### src/rtl/lsu_mem_ctrl_if.sv
// Core-request, response and single-port memory bus of the load/store controller.
// The slave modport is the controller's view; the master modport is the core/memory side.
interface lsu_mem_ctrl_if #(
  parameter int DATA_WIDTH = 64,
  parameter int ADDR_WIDTH = 10
);
  logic                  i_req_valid;
  logic                  o_req_ready;
  logic                  i_req_we;
  logic [1:0]            i_req_size;
  logic                  i_req_unsigned;
  logic [63:0]           i_req_addr;
  logic [DATA_WIDTH-1:0] i_req_wdata;
  logic                  o_resp_valid;
  logic                  i_resp_ready;
  logic [DATA_WIDTH-1:0] o_resp_rdata;
  logic                  o_resp_misaligned;
  logic [ADDR_WIDTH-1:0] o_mem_addr;
  logic                  o_mem_write_en;
  logic [DATA_WIDTH-1:0] o_mem_write_data;
  logic [DATA_WIDTH-1:0] i_mem_read_data;

  modport slave (
    input  i_req_valid, i_req_we, i_req_size, i_req_unsigned, i_req_addr, i_req_wdata,
    input  i_resp_ready, i_mem_read_data,
    output o_req_ready, o_resp_valid, o_resp_rdata, o_resp_misaligned,
    output o_mem_addr, o_mem_write_en, o_mem_write_data
  );

  modport master (
    output i_req_valid, i_req_we, i_req_size, i_req_unsigned, i_req_addr, i_req_wdata,
    output i_resp_ready, i_mem_read_data,
    input  o_req_ready, o_resp_valid, o_resp_rdata, o_resp_misaligned,
    input  o_mem_addr, o_mem_write_en, o_mem_write_data
  );
endinterface

### src/rtl/lsu_mem_ctrl.sv
// Load/store unit memory controller: one access at a time, read-modify-write for
// stores narrower than a word, sign/zero extension of loads, misalignment trapping.
module lsu_mem_ctrl #(
  parameter int DATA_WIDTH = 64,
  parameter int ADDR_WIDTH = 10
) (
  input  logic          i_clk,
  input  logic          i_arstn,
  lsu_mem_ctrl_if.slave bus
);

  typedef enum logic [1:0] {
    IDLE  = 2'd0,
    READ  = 2'd1,
    WRITE = 2'd2,
    RESP  = 2'd3
  } state_t;

  state_t                state_q, state_d;
  logic                  we_q;
  logic [1:0]            size_q;
  logic                  unsigned_q;
  logic                  misaligned_q;
  logic [ADDR_WIDTH-1:0] addr_q;
  logic [DATA_WIDTH-1:0] wdata_q;
  logic [DATA_WIDTH-1:0] word_q;

  logic                  accept;
  logic                  req_misaligned;
  logic [5:0]            shamt;
  logic [DATA_WIDTH-1:0] shifted;
  logic [DATA_WIDTH-1:0] load_ext;
  logic [7:0]            size_mask;
  logic [7:0]            byte_en;
  logic [DATA_WIDTH-1:0] wdata_shifted;
  logic [DATA_WIDTH-1:0] merged;
  logic                  unused_addr_hi;

  // Address bits above the memory window are dropped; wrap is by truncation.
  assign unused_addr_hi = ^bus.i_req_addr[63:ADDR_WIDTH];

  assign accept = (state_q == IDLE) && bus.i_req_valid;

  always_comb begin
    // NOTE: every always_comb output gets a default first so no path can infer a latch.
    req_misaligned = 1'b0;
    unique case (bus.i_req_size)
      2'd0: req_misaligned = 1'b0;
      2'd1: req_misaligned = bus.i_req_addr[0];
      2'd2: req_misaligned = |bus.i_req_addr[1:0];
      2'd3: req_misaligned = |bus.i_req_addr[2:0];
      default: req_misaligned = 1'b0;
    endcase
  end

  always_comb begin
    state_d = state_q;
    unique case (state_q)
      IDLE:    if (accept) state_d = req_misaligned ? RESP : READ;
      READ:    state_d = we_q ? WRITE : RESP;
      WRITE:   state_d = RESP;
      RESP:    if (bus.i_resp_ready) state_d = IDLE;
      default: state_d = IDLE;
    endcase
  end

  // NOTE: sequential state uses non-blocking assignments so every register samples pre-edge values.
  always_ff @(posedge i_clk or negedge i_arstn) begin
    if (!i_arstn) begin
      state_q      <= IDLE;
      we_q         <= 1'b0;
      size_q       <= 2'd0;
      unsigned_q   <= 1'b0;
      misaligned_q <= 1'b0;
      addr_q       <= '0;
      wdata_q      <= '0;
      word_q       <= '0;
    end else begin
      state_q <= state_d;
      if (accept) begin
        we_q         <= bus.i_req_we;
        size_q       <= bus.i_req_size;
        unsigned_q   <= bus.i_req_unsigned;
        misaligned_q <= req_misaligned;
        addr_q       <= bus.i_req_addr[ADDR_WIDTH-1:0];
        wdata_q      <= bus.i_req_wdata;
      end
      if (state_q == READ) word_q <= bus.i_mem_read_data;
    end
  end

  // Load path: bring the addressed bytes down to bit 0, then extend.
  assign shamt   = {addr_q[2:0], 3'b000};
  assign shifted = word_q >> shamt;

  always_comb begin
    load_ext = shifted;
    unique case (size_q)
      2'd0: load_ext = unsigned_q ? {56'd0, shifted[7:0]}  : {{56{shifted[7]}},  shifted[7:0]};
      2'd1: load_ext = unsigned_q ? {48'd0, shifted[15:0]} : {{48{shifted[15]}}, shifted[15:0]};
      2'd2: load_ext = unsigned_q ? {32'd0, shifted[31:0]} : {{32{shifted[31]}}, shifted[31:0]};
      2'd3: load_ext = shifted;
      default: load_ext = shifted;
    endcase
  end

  // Store path: splice the right-aligned store data into the word read back in READ.
  always_comb begin
    size_mask = 8'h01;
    unique case (size_q)
      2'd0: size_mask = 8'h01;
      2'd1: size_mask = 8'h03;
      2'd2: size_mask = 8'h0F;
      2'd3: size_mask = 8'hFF;
      default: size_mask = 8'h01;
    endcase
  end

  assign byte_en       = size_mask << addr_q[2:0];
  assign wdata_shifted = wdata_q << shamt;

  always_comb begin
    merged = word_q;
    for (int b = 0; b < 8; b++) begin
      if (byte_en[b]) merged[b*8 +: 8] = wdata_shifted[b*8 +: 8];
    end
  end

  assign bus.o_req_ready       = (state_q == IDLE);
  assign bus.o_resp_valid      = (state_q == RESP);
  assign bus.o_resp_misaligned = (state_q == RESP) && misaligned_q;
  assign bus.o_resp_rdata      = ((state_q == RESP) && !misaligned_q && !we_q) ? load_ext : '0;
  assign bus.o_mem_write_en    = (state_q == WRITE);
  assign bus.o_mem_write_data  = (state_q == WRITE) ? merged : '0;
  assign bus.o_mem_addr        = ((state_q == READ) || (state_q == WRITE))
                                 ? {addr_q[ADDR_WIDTH-1:3], 3'b000} : '0;

endmodule

### src/flat_wrapper.sv
// flat-port wrapper written by rule: the top's interface ports become plain ports
module lsu_mem_ctrl_flat 
#(
  parameter int DATA_WIDTH = 64,
  parameter int ADDR_WIDTH = 10
)
  (i_clk, i_arstn, bus_i_req_valid, bus_i_req_we, bus_i_req_size, bus_i_req_unsigned, bus_i_req_addr, bus_i_req_wdata, bus_i_resp_ready, bus_i_mem_read_data, bus_o_req_ready, bus_o_resp_valid, bus_o_resp_rdata, bus_o_resp_misaligned, bus_o_mem_addr, bus_o_mem_write_en, bus_o_mem_write_data);
  lsu_mem_ctrl_if #(.DATA_WIDTH(DATA_WIDTH), .ADDR_WIDTH(ADDR_WIDTH)) bus_i ();
  input  logic i_clk;
  input  logic i_arstn;
  input wire logic [$bits(bus_i.i_req_valid)-1:0] bus_i_req_valid;
  input wire logic [$bits(bus_i.i_req_we)-1:0] bus_i_req_we;
  input wire logic [$bits(bus_i.i_req_size)-1:0] bus_i_req_size;
  input wire logic [$bits(bus_i.i_req_unsigned)-1:0] bus_i_req_unsigned;
  input wire logic [$bits(bus_i.i_req_addr)-1:0] bus_i_req_addr;
  input wire logic [$bits(bus_i.i_req_wdata)-1:0] bus_i_req_wdata;
  input wire logic [$bits(bus_i.i_resp_ready)-1:0] bus_i_resp_ready;
  input wire logic [$bits(bus_i.i_mem_read_data)-1:0] bus_i_mem_read_data;
  output wire logic [$bits(bus_i.o_req_ready)-1:0] bus_o_req_ready;
  output wire logic [$bits(bus_i.o_resp_valid)-1:0] bus_o_resp_valid;
  output wire logic [$bits(bus_i.o_resp_rdata)-1:0] bus_o_resp_rdata;
  output wire logic [$bits(bus_i.o_resp_misaligned)-1:0] bus_o_resp_misaligned;
  output wire logic [$bits(bus_i.o_mem_addr)-1:0] bus_o_mem_addr;
  output wire logic [$bits(bus_i.o_mem_write_en)-1:0] bus_o_mem_write_en;
  output wire logic [$bits(bus_i.o_mem_write_data)-1:0] bus_o_mem_write_data;
  assign bus_i.i_req_valid = bus_i_req_valid;
  assign bus_i.i_req_we = bus_i_req_we;
  assign bus_i.i_req_size = bus_i_req_size;
  assign bus_i.i_req_unsigned = bus_i_req_unsigned;
  assign bus_i.i_req_addr = bus_i_req_addr;
  assign bus_i.i_req_wdata = bus_i_req_wdata;
  assign bus_i.i_resp_ready = bus_i_resp_ready;
  assign bus_i.i_mem_read_data = bus_i_mem_read_data;
  assign bus_o_req_ready = bus_i.o_req_ready;
  assign bus_o_resp_valid = bus_i.o_resp_valid;
  assign bus_o_resp_rdata = bus_i.o_resp_rdata;
  assign bus_o_resp_misaligned = bus_i.o_resp_misaligned;
  assign bus_o_mem_addr = bus_i.o_mem_addr;
  assign bus_o_mem_write_en = bus_i.o_mem_write_en;
  assign bus_o_mem_write_data = bus_i.o_mem_write_data;
  lsu_mem_ctrl #(.DATA_WIDTH(DATA_WIDTH), .ADDR_WIDTH(ADDR_WIDTH)) u_core (.i_clk(i_clk), .i_arstn(i_arstn), .bus(bus_i));
endmodule
### config.mk
export PLATFORM = sky130hd
export DESIGN_NAME = lsu_mem_ctrl_flat
export DESIGN_NICKNAME = d
export VERILOG_FILES = /design/src/rtl/lsu_mem_ctrl_if.sv /design/src/rtl/lsu_mem_ctrl.sv /design/src/flat_wrapper.sv
export SDC_FILE = /design/constraint.sdc
export NUM_CORES = 1
export LEC_CHECK = 0
export CORE_AREA = 4 4 162 164
export DETAILED_ROUTE_END_ITERATION = 10
export DIE_AREA = 0 0 166 168
export PLACE_DENSITY = 0.78
export SLEW_MARGIN = 15
export SYNTH_ARGS = -nofsm -noshare
export SYNTH_HDL_FRONTEND = slang
export SYNTH_SLANG_ARGS = --single-unit
### constraint.sdc
create_clock -name i_clk -period 1.8 [get_ports i_clk]
set_input_delay 0.18 -clock i_clk [delete_from_list [all_inputs] [get_ports i_clk]]
set_output_delay 0.18 -clock i_clk [all_outputs]
set_load 0.005 [all_outputs]
==> results of run 1 <==
-- flip-flops by register name (all words and copies together) (netlist names) --
signal and cells:
u_core.size_q 2, u_core.addr_q 10, u_core.unsigned_q 1, u_core.state_q 2, u_core.word_q 64, u_core.wdata_q 64, u_core.misaligned_q 1, u_core.we_q 1
-- final timing paths --
kind | cells past startpoint | startpoint | slack [ns] | end
min in group i_clk | 2 | bus_i_mem_read_data[24] | 0.35 | u_core.word_q[24]
hold / removal | 2 | i_arstn | 0.18 | u_core.word_q[24]
max in group asynchronous | 3 | i_arstn | 0.93 | u_core.wdata_q[12]
setup / recovery | 8 | u_core.addr_q[0] | -1.02 | bus_o_resp_rdata[48]
setup reg to reg | 10 | u_core.state_q[0] | -0.32 | u_core.state_q[0]
hold reg to reg | 1 | u_core.addr_q[9] | 0.51 | u_core.addr_q[9]
-- area by class of cell --
class	instances	area share, %
multi-input cells	776	42.5
repair buffers	637	31.8
flip-flops and latches	145	19.8
clock buffers	17	2.31
well taps	330	2.25
clock inverters	15	1.05
inverters	10	0.238
diodes	1	0.0136
-- metrics by stage --
step,cells,instance area [um2],util [%]
finish,1931,18400,73.9
global route,1930,18400,73.9
CTS,1859,17100,68.8
detailed placement,1805,15800,63.5
global placement,1805,15800,63.5
floorplan,1038,10900,-
-- cell usage in the layout (no fill, tap or decap), types with 13 or more instances in the layout --
| cell | instances |
|---|---|
| buf_4 | 261 |
| mux2_2 | 158 |
| clkdlybuf4s50_1 | 155 |
| dfrtp_1 | 141 |
| nand2_1 | 89 |
| mux2i_1 | 85 |
| nor2_1 | 51 |
| clkbuf_2 | 50 |
| buf_2 | 49 |
| buf_6 | 48 |
| a32oi_2 | 36 |
| buf_12 | 33 |
| mux2i_4 | 29 |
| mux2i_2 | 27 |
| clkbuf_16 | 22 |
| o21ai_0 | 18 |
| a21oi_1 | 16 |
| nor2b_1 | 15 |
| o211ai_1 | 15 |
| dlymetal6s2s_1 | 15 |
| a211oi_2 | 13 |
| a31oi_2 | 13 |
-- critical path, delay by kind of cell, from the launching register on --
family / cells / cell delay (ns)
AO/OA/AOI/OAI: 2 / 0.47
buffers and inverters: 4 / 0.63
flip-flops: 1 / 0.56
multiplexers: 1 / 0.27
AND/OR/NAND/NOR: 1 / 0.26
-- per-layer routing --
layer / track usage, % / vias to the layer above
met5: 0 / -
met4: 14.1 / 0
met3: 6.62 / 247
met1: 42.7 / 5884
met2: 54.3 / 923
li1: - / 5009
-- kinds of logic after synthesis --
group           after synthesis
fa+ha+maj                     4
other cells                   1
buf+inv                     117
compound gates              250
simple gates                213
mux                         306
flops                       145
-- timing repair --
| item | 4_1_cts | 5_1_grt |
|---|---|---|
| hold buffers | 1 | 0 |
| setup buffers | 13 | 73 |
| endpoints found under the setup margin | 170 | 217 |
| gates resized for setup | 255 | 418 |
| endpoints found under the hold margin | 145 | 0 |
| pin swaps | 19 | 61 |
| cloned | 8 | 6 |
-- power groups by stage --
stage	Sequential, uW	Clock [uW]	Combinational (uW)
finish	7460	3840	32300
global route	7490	3970	33400
CTS	7010	3860	26900
detailed placement	6860	0	25100
global placement	6780	0	24900
floorplan	6040	0	13000
==> impl_metrics.py, run 1 <==
metrics = {
    "cts": {
        "cts-root-buf": "clkbuf_16",
        "cts_buffers": 17,
        "clock_latency_ns": 0.44,
        "clockBufferDepth": 2,
        "cts_sinks": 145,
        "cts_tree": "yes",
        "ctsHtreeMaxLevel": 4,
        "path_clk_slew_ns": 0.07,
    },
    "layout": {
        "drive_above_1_share_pct": 54.7,
        "regArea_um2": 3640,
        "fin_nets": 1791,
        "fillers": 1589,
        "multi_input_area_um2": 7820,
        "syn2layout_area_growth_pct": 74.3,
    },
    "power_and_ir_drop": {
        "share_seq_of_total_power_pct": 17.1,
        "intPower_uw": 23500,
        "p_sw_uw": 20100,
        "clockPowerShare_pct": 8.8,
        "p_leak_uw": 0.00809,
        "irDropWorstVdd_mv": 1.28,
        "switching_share_pct": 46.0,
        "powerDensity_nw_per_um2": 2370,
        "pwr-share-comb_pct": 74.1,
        "p_total_uw": 43600,
    },
    "synth": {
        "synthAdderAreaFrac_pct": 0.474,
        "synth_top_family_by_area": "multiplexers",
        "ys_seq_area_share_pct": 34.4,
        "ys_types": 62,
        "avgSynthCellArea_um2": 10.2,
        "async_flop_share_pct": 100,
        "synthXorXnorAreaFrac_pct": 0,
        "ys_warn_count": 0,
        "synth_ff_type": "dfrtp_1",
        "synth_common_cells": "158 x mux2_2, 145 x dfrtp_1, 140 x mux2i_1, 90 x nand2_1, 61 x nor2_1",
        "netlist_instances": 1036,
        "yosys-top-cells-area": "dfrtp_1 34%, mux2_2 17%, mux2i_1 13%, a32oi_1 3.2%, nand2_1 3.2%",
        "synth-seq-cells": 145,
        "syn_area_um2": 10600,
        "synthMuxAreaShare_pct": 31.8,
        "synth_most_common_cell": "mux2_2",
        "synth_compound_gate_area_share_pct": 17.9,
        "yosys.area.top_type": "dfrtp_1",
        "yosys.area_share.simple_pct": 9.62,
        "synth_edf_count": 0,
        "yosysTopAreaCellShare_pct": 34.4,
    },
    "placed_design": {
        "io_buffers": 284,
        "pre_cts_slack_ns": -0.809,
        "dpl.hpwl_um": 35300,
        "gp_congestion": 0.987,
    },
    "critical_path": {
        "end_kind": "output port",
        "cp_slowest_cell": "dfrtp_4",
        "critPathMaxFanout": 8,
        "path_class": "register to output port",
        "path_cells": "buf_6 > mux2i_4 > and3b_2 > a311oi_4 > buf_6 > buf_12 > a32oi_2 > clkbuf_2",
        "startpoint_type": "register",
        "crit_path_frequent_cell": "buf_6",
        "required_ns": 1.62,
        "slowest_delay_ns": 0.56,
        "cp_data_arrival_time_ns": 2.64,
    },
    "grt": {
        "grt_antenna_before_repair": 0,
        "grt_max_degree": 57,
        "grt_pass1_vias": 11500,
        "grt.total_usage_pct": 33.0,
        "grt-ovfl-total": 0,
        "grt_pass1_wl_um": 70900,
    },
    "die": {
        "start_util_pct": 42.4,
        "ioPinCount": 342,
        "die_w_um": 166,
        "rows": 58,
        "coreArea_um2": 24900,
        "die_area_um2": 27900,
        "die_y_um": 168,
    },
    "timing": {
        "tightest_slew_ns": 0.549,
        "period_minus_slack_ns": 2.82,
        "max_freq_ghz": 0.355,
        "tns_ns": -126.79,
        "worst_slack_ns": -1.02,
        "setup_viol": 216,
        "fin_skew_ns": 0.0177,
        "slew_headroom_pct": 63.4,
        "whs_ns": 0.182,
        "timing.final.hold_violations": 0,
        "drv_slew": 0,
        "rsz0062_at_grt": "true",
        "post-route-period-util_pct": 156,
    },
    "routing": {
        "routedWlPerCell_um": 27.5,
        "wl_um": 53100,
        "ant_nets": 0,
        "num_vias": 12100,
        "dr_wl_met3_um": 4900,
        "drtIter0Drc": 1591,
        "dr_wl_met2_um": 24700,
        "first_pass_iters": 7,
        "drcViolationCount": 0,
        "topRoutingLayerUsed": "met4",
        "vias_per_cell": 6.25,
        "wl_met1_um": 19900,
    },
    "run_status": {
        "violations": "negative setup slack",
        "status": "finished with violations",
    },
    "flow_run": {
        "max_cap_viol_count": 0,
    },
    "min_path": {
        "hold_class": "input pin to async pin",
    },
}
(Power assumes the default switching activity.)
==> run 2: changes to the inputs <==
--- a/config.mk
+++ b/config.mk
@@ -9,7 +9,6 @@
 export DETAILED_ROUTE_END_ITERATION = 10
 export DIE_AREA = 0 0 166 168
 export PLACE_DENSITY = 0.78
-export SLEW_MARGIN = 15
 export SYNTH_ARGS = -nofsm -noshare
 export SYNTH_HDL_FRONTEND = slang
 export SYNTH_SLANG_ARGS = --single-unit
==> results of run 2 <==
No change in the layout: final DEF, timing and power equal those of run 1.
==> run 3: changes to the inputs <==
--- a/config.mk
+++ b/config.mk
@@ -9,6 +9,7 @@
 export DETAILED_ROUTE_END_ITERATION = 10
 export DIE_AREA = 0 0 166 168
 export PLACE_DENSITY = 0.78
+export SETUP_SLACK_MARGIN = 0.15
 export SYNTH_ARGS = -nofsm -noshare
 export SYNTH_HDL_FRONTEND = slang
 export SYNTH_SLANG_ARGS = --single-unit
==> impl_metrics.py, run 3 (synthesis results as in run 1) <==
metrics = {
    "cts": {
        "path_clk_slew_ns": 0.07,
        "cts_sinks": 145,
        "cts_tree": "yes",
        "cts_buffers": 17,
        "cts-root-buf": "clkbuf_16",
        "ctsHtreeMaxLevel": 4,
        "clockBufferDepth": 2,
        "clock_latency_ns": 0.44,
    },
    "power_and_ir_drop": {
        "p_sw_uw": 22000,
        "irDropWorstVdd_mv": 1.06,
        "share_seq_of_total_power_pct": 15.9,
        "switching_share_pct": 45.6,
        "pwr-share-comb_pct": 76.6,
        "intPower_uw": 26200,
        "p_leak_uw": 0.00857,
        "powerDensity_nw_per_um2": 2440,
        "clockPowerShare_pct": 7.5,
    },
    "routing": {
        "first_pass_iters": 7,
        "routedWlPerCell_um": 29.0,
        "drcViolationCount": 0,
        "wl_um": 57900,
        "drtIter0Drc": 1773,
        "vias_per_cell": 6.39,
        "num_vias": 12700,
        "ant_nets": 0,
    },
    "layout": {
        "largestRegisters": "u_core.wdata_q: 64 flops, u_core.word_q: 64 flops, u_core.addr_q: 10 flops",
        "fin_nets": 1855,
        "diodes": 0,
        "final_cell_mix": "258 x buf_4, 154 x mux2_2, 145 x clkdlybuf4s50_1",
        "final_core_utilization_pct": 79.1,
        "layout_commonest_cell": "buf_4",
        "syn2layout_area_growth_pct": 86.7,
        "drive_above_1_share_pct": 59.5,
    },
    "grt": {
        "grt_antenna_before_repair": 0,
        "grt_pass1_vias": 12300,
        "grt.total_usage_pct": 35.1,
        "grt-ovfl-total": 0,
        "grt_max_degree": 62,
        "grt_pass1_wl_um": 76100,
    },
    "die": {
        "start_util_pct": 42.4,
        "die_w_um": 166,
        "die_y_um": 168,
        "ioPinCount": 342,
        "die_area_um2": 27900,
        "rows": 58,
        "coreArea_um2": 24900,
    },
    "timing": {
        "post-route-period-util_pct": 154,
        "timing.final.hold_violations": 0,
        "worst_slack_ns": -0.976,
        "period_minus_slack_ns": 2.78,
        "drv_slew": 0,
        "fin_skew_ns": 0.00968,
        "setup_viol": 166,
        "slew_headroom_pct": 50.0,
        "tightest_slew_ns": 0.751,
        "rsz0062_at_grt": "true",
        "max_freq_ghz": 0.360,
    },
    "run_status": {
        "status": "finished with violations",
        "violations": "negative setup slack",
    },
    "critical_path": {
        "critPathMaxFanout": 8,
        "path_class": "register to output port",
        "end_kind": "output port",
        "startpoint_type": "register",
        "cp_data_arrival_time_ns": 2.60,
        "required_ns": 1.62,
    },
    "flow_run": {
        "max_cap_viol_count": 0,
    },
    "placed_design": {
        "dpl.hpwl_um": 35800,
        "gp_congestion": 0.980,
        "pre_cts_slack_ns": -0.844,
        "io_buffers": 284,
    },
    "min_path": {
        "hold_class": "input pin to async pin",
    },
}
## run 3: cell types whose count changed in the layout (fill, tap and decap cells not counted), moves of 11 or more
cell            before  now
mux2i_4             29   46
dlymetal6s2s_1      15    1
clkbuf_2            50   24
nand2_1             89   77
buf_6               48   87
buf_2               49  100
mux2i_2             27   16
## run 3: stage by stage
step                      TNS [ns]  area [um2]  total power (uW)  std cells  hold slack [ns]
final                      -107.76       19700             48100       1994            0.167
after global routing       -114.60       19700             49300       1994            0.175
after CTS                  -103.28       18300             41400       1924            0.165
after detailed placement    -82.10       15800             32300       1794           0.0552
after global placement      -81.09       15800             32100       1794           0.0506
after floorplan             -10.01       11100             19700       1038           -0.116
## run 3: area by class of cell
class | count | area, um2
Inverter | 10 | 48.8
Sequential cell | 145 | 3640
Tap cell | 330 | 413
Clock inverter | 14 | 145
Fill cell | 1402 | 5190
Clock buffer | 18 | 429
Multi-Input combinational cell | 776 | 8190
Timing Repair Buffer | 701 | 6840
## run 3: routing by layer
layer / global-route usage, % / up-vias / wire, um
met4: 15.1 / 0 / 3710
met3: 7.26 / 299 / 5680
met2: 57.3 / 1052 / 27000
li1: - / 5159 / -
met1: 45.4 / 6230 / 21500
met5: 0 / - / 0
## run 3: worst paths after layout
kind,from,end,slack (ns),depth (start not counted)
min,i_arstn,u_core.word_q[42],0.17,2
max reg2reg,u_core.state_q[1],u_core.word_q[16],-0.05,7
min reg2reg,u_core.wdata_q[56],u_core.wdata_q[56],0.51,1
max,u_core.addr_q[0],bus_o_resp_rdata[54],-0.98,8
max in group asynchronous,i_arstn,u_core.wdata_q[13],1.00,3
min in group i_clk,bus_i_req_addr[6],u_core.addr_q[6],0.35,2
## run 3: critical path, cell delays in order (launching register included)
cell and delay (ns):
dfrtp_4 0.54, buf_6 0.14, mux2i_4 0.24, and3b_2 0.25
a311oi_4 0.37, buf_6 0.19, buf_16 0.14, a32oi_2 0.12
buf_2 0.16
## run 3: what timing repair did
item | in CTS | in global routing
pin swaps | 60 | 107
hold endpoints to repair | 145 | 0
setup buffers | 76 | 62
resized for setup | 599 | 327
hold buffers | 1 | 0
endpoints found under the setup margin | 219 | 270
cloned | 21 | 9
## run 3: power by group through the flow
stage	Combinational, uW	Sequential (uW)	Clock, uW
3_5_place_dp	25300	6940	0
6_report	36900	7670	3610
3_3_place_gp	25200	6870	0
2_1_floorplan	13700	6050	0
4_1_cts	30600	7170	3590
5_1_grt	37800	7660	3760
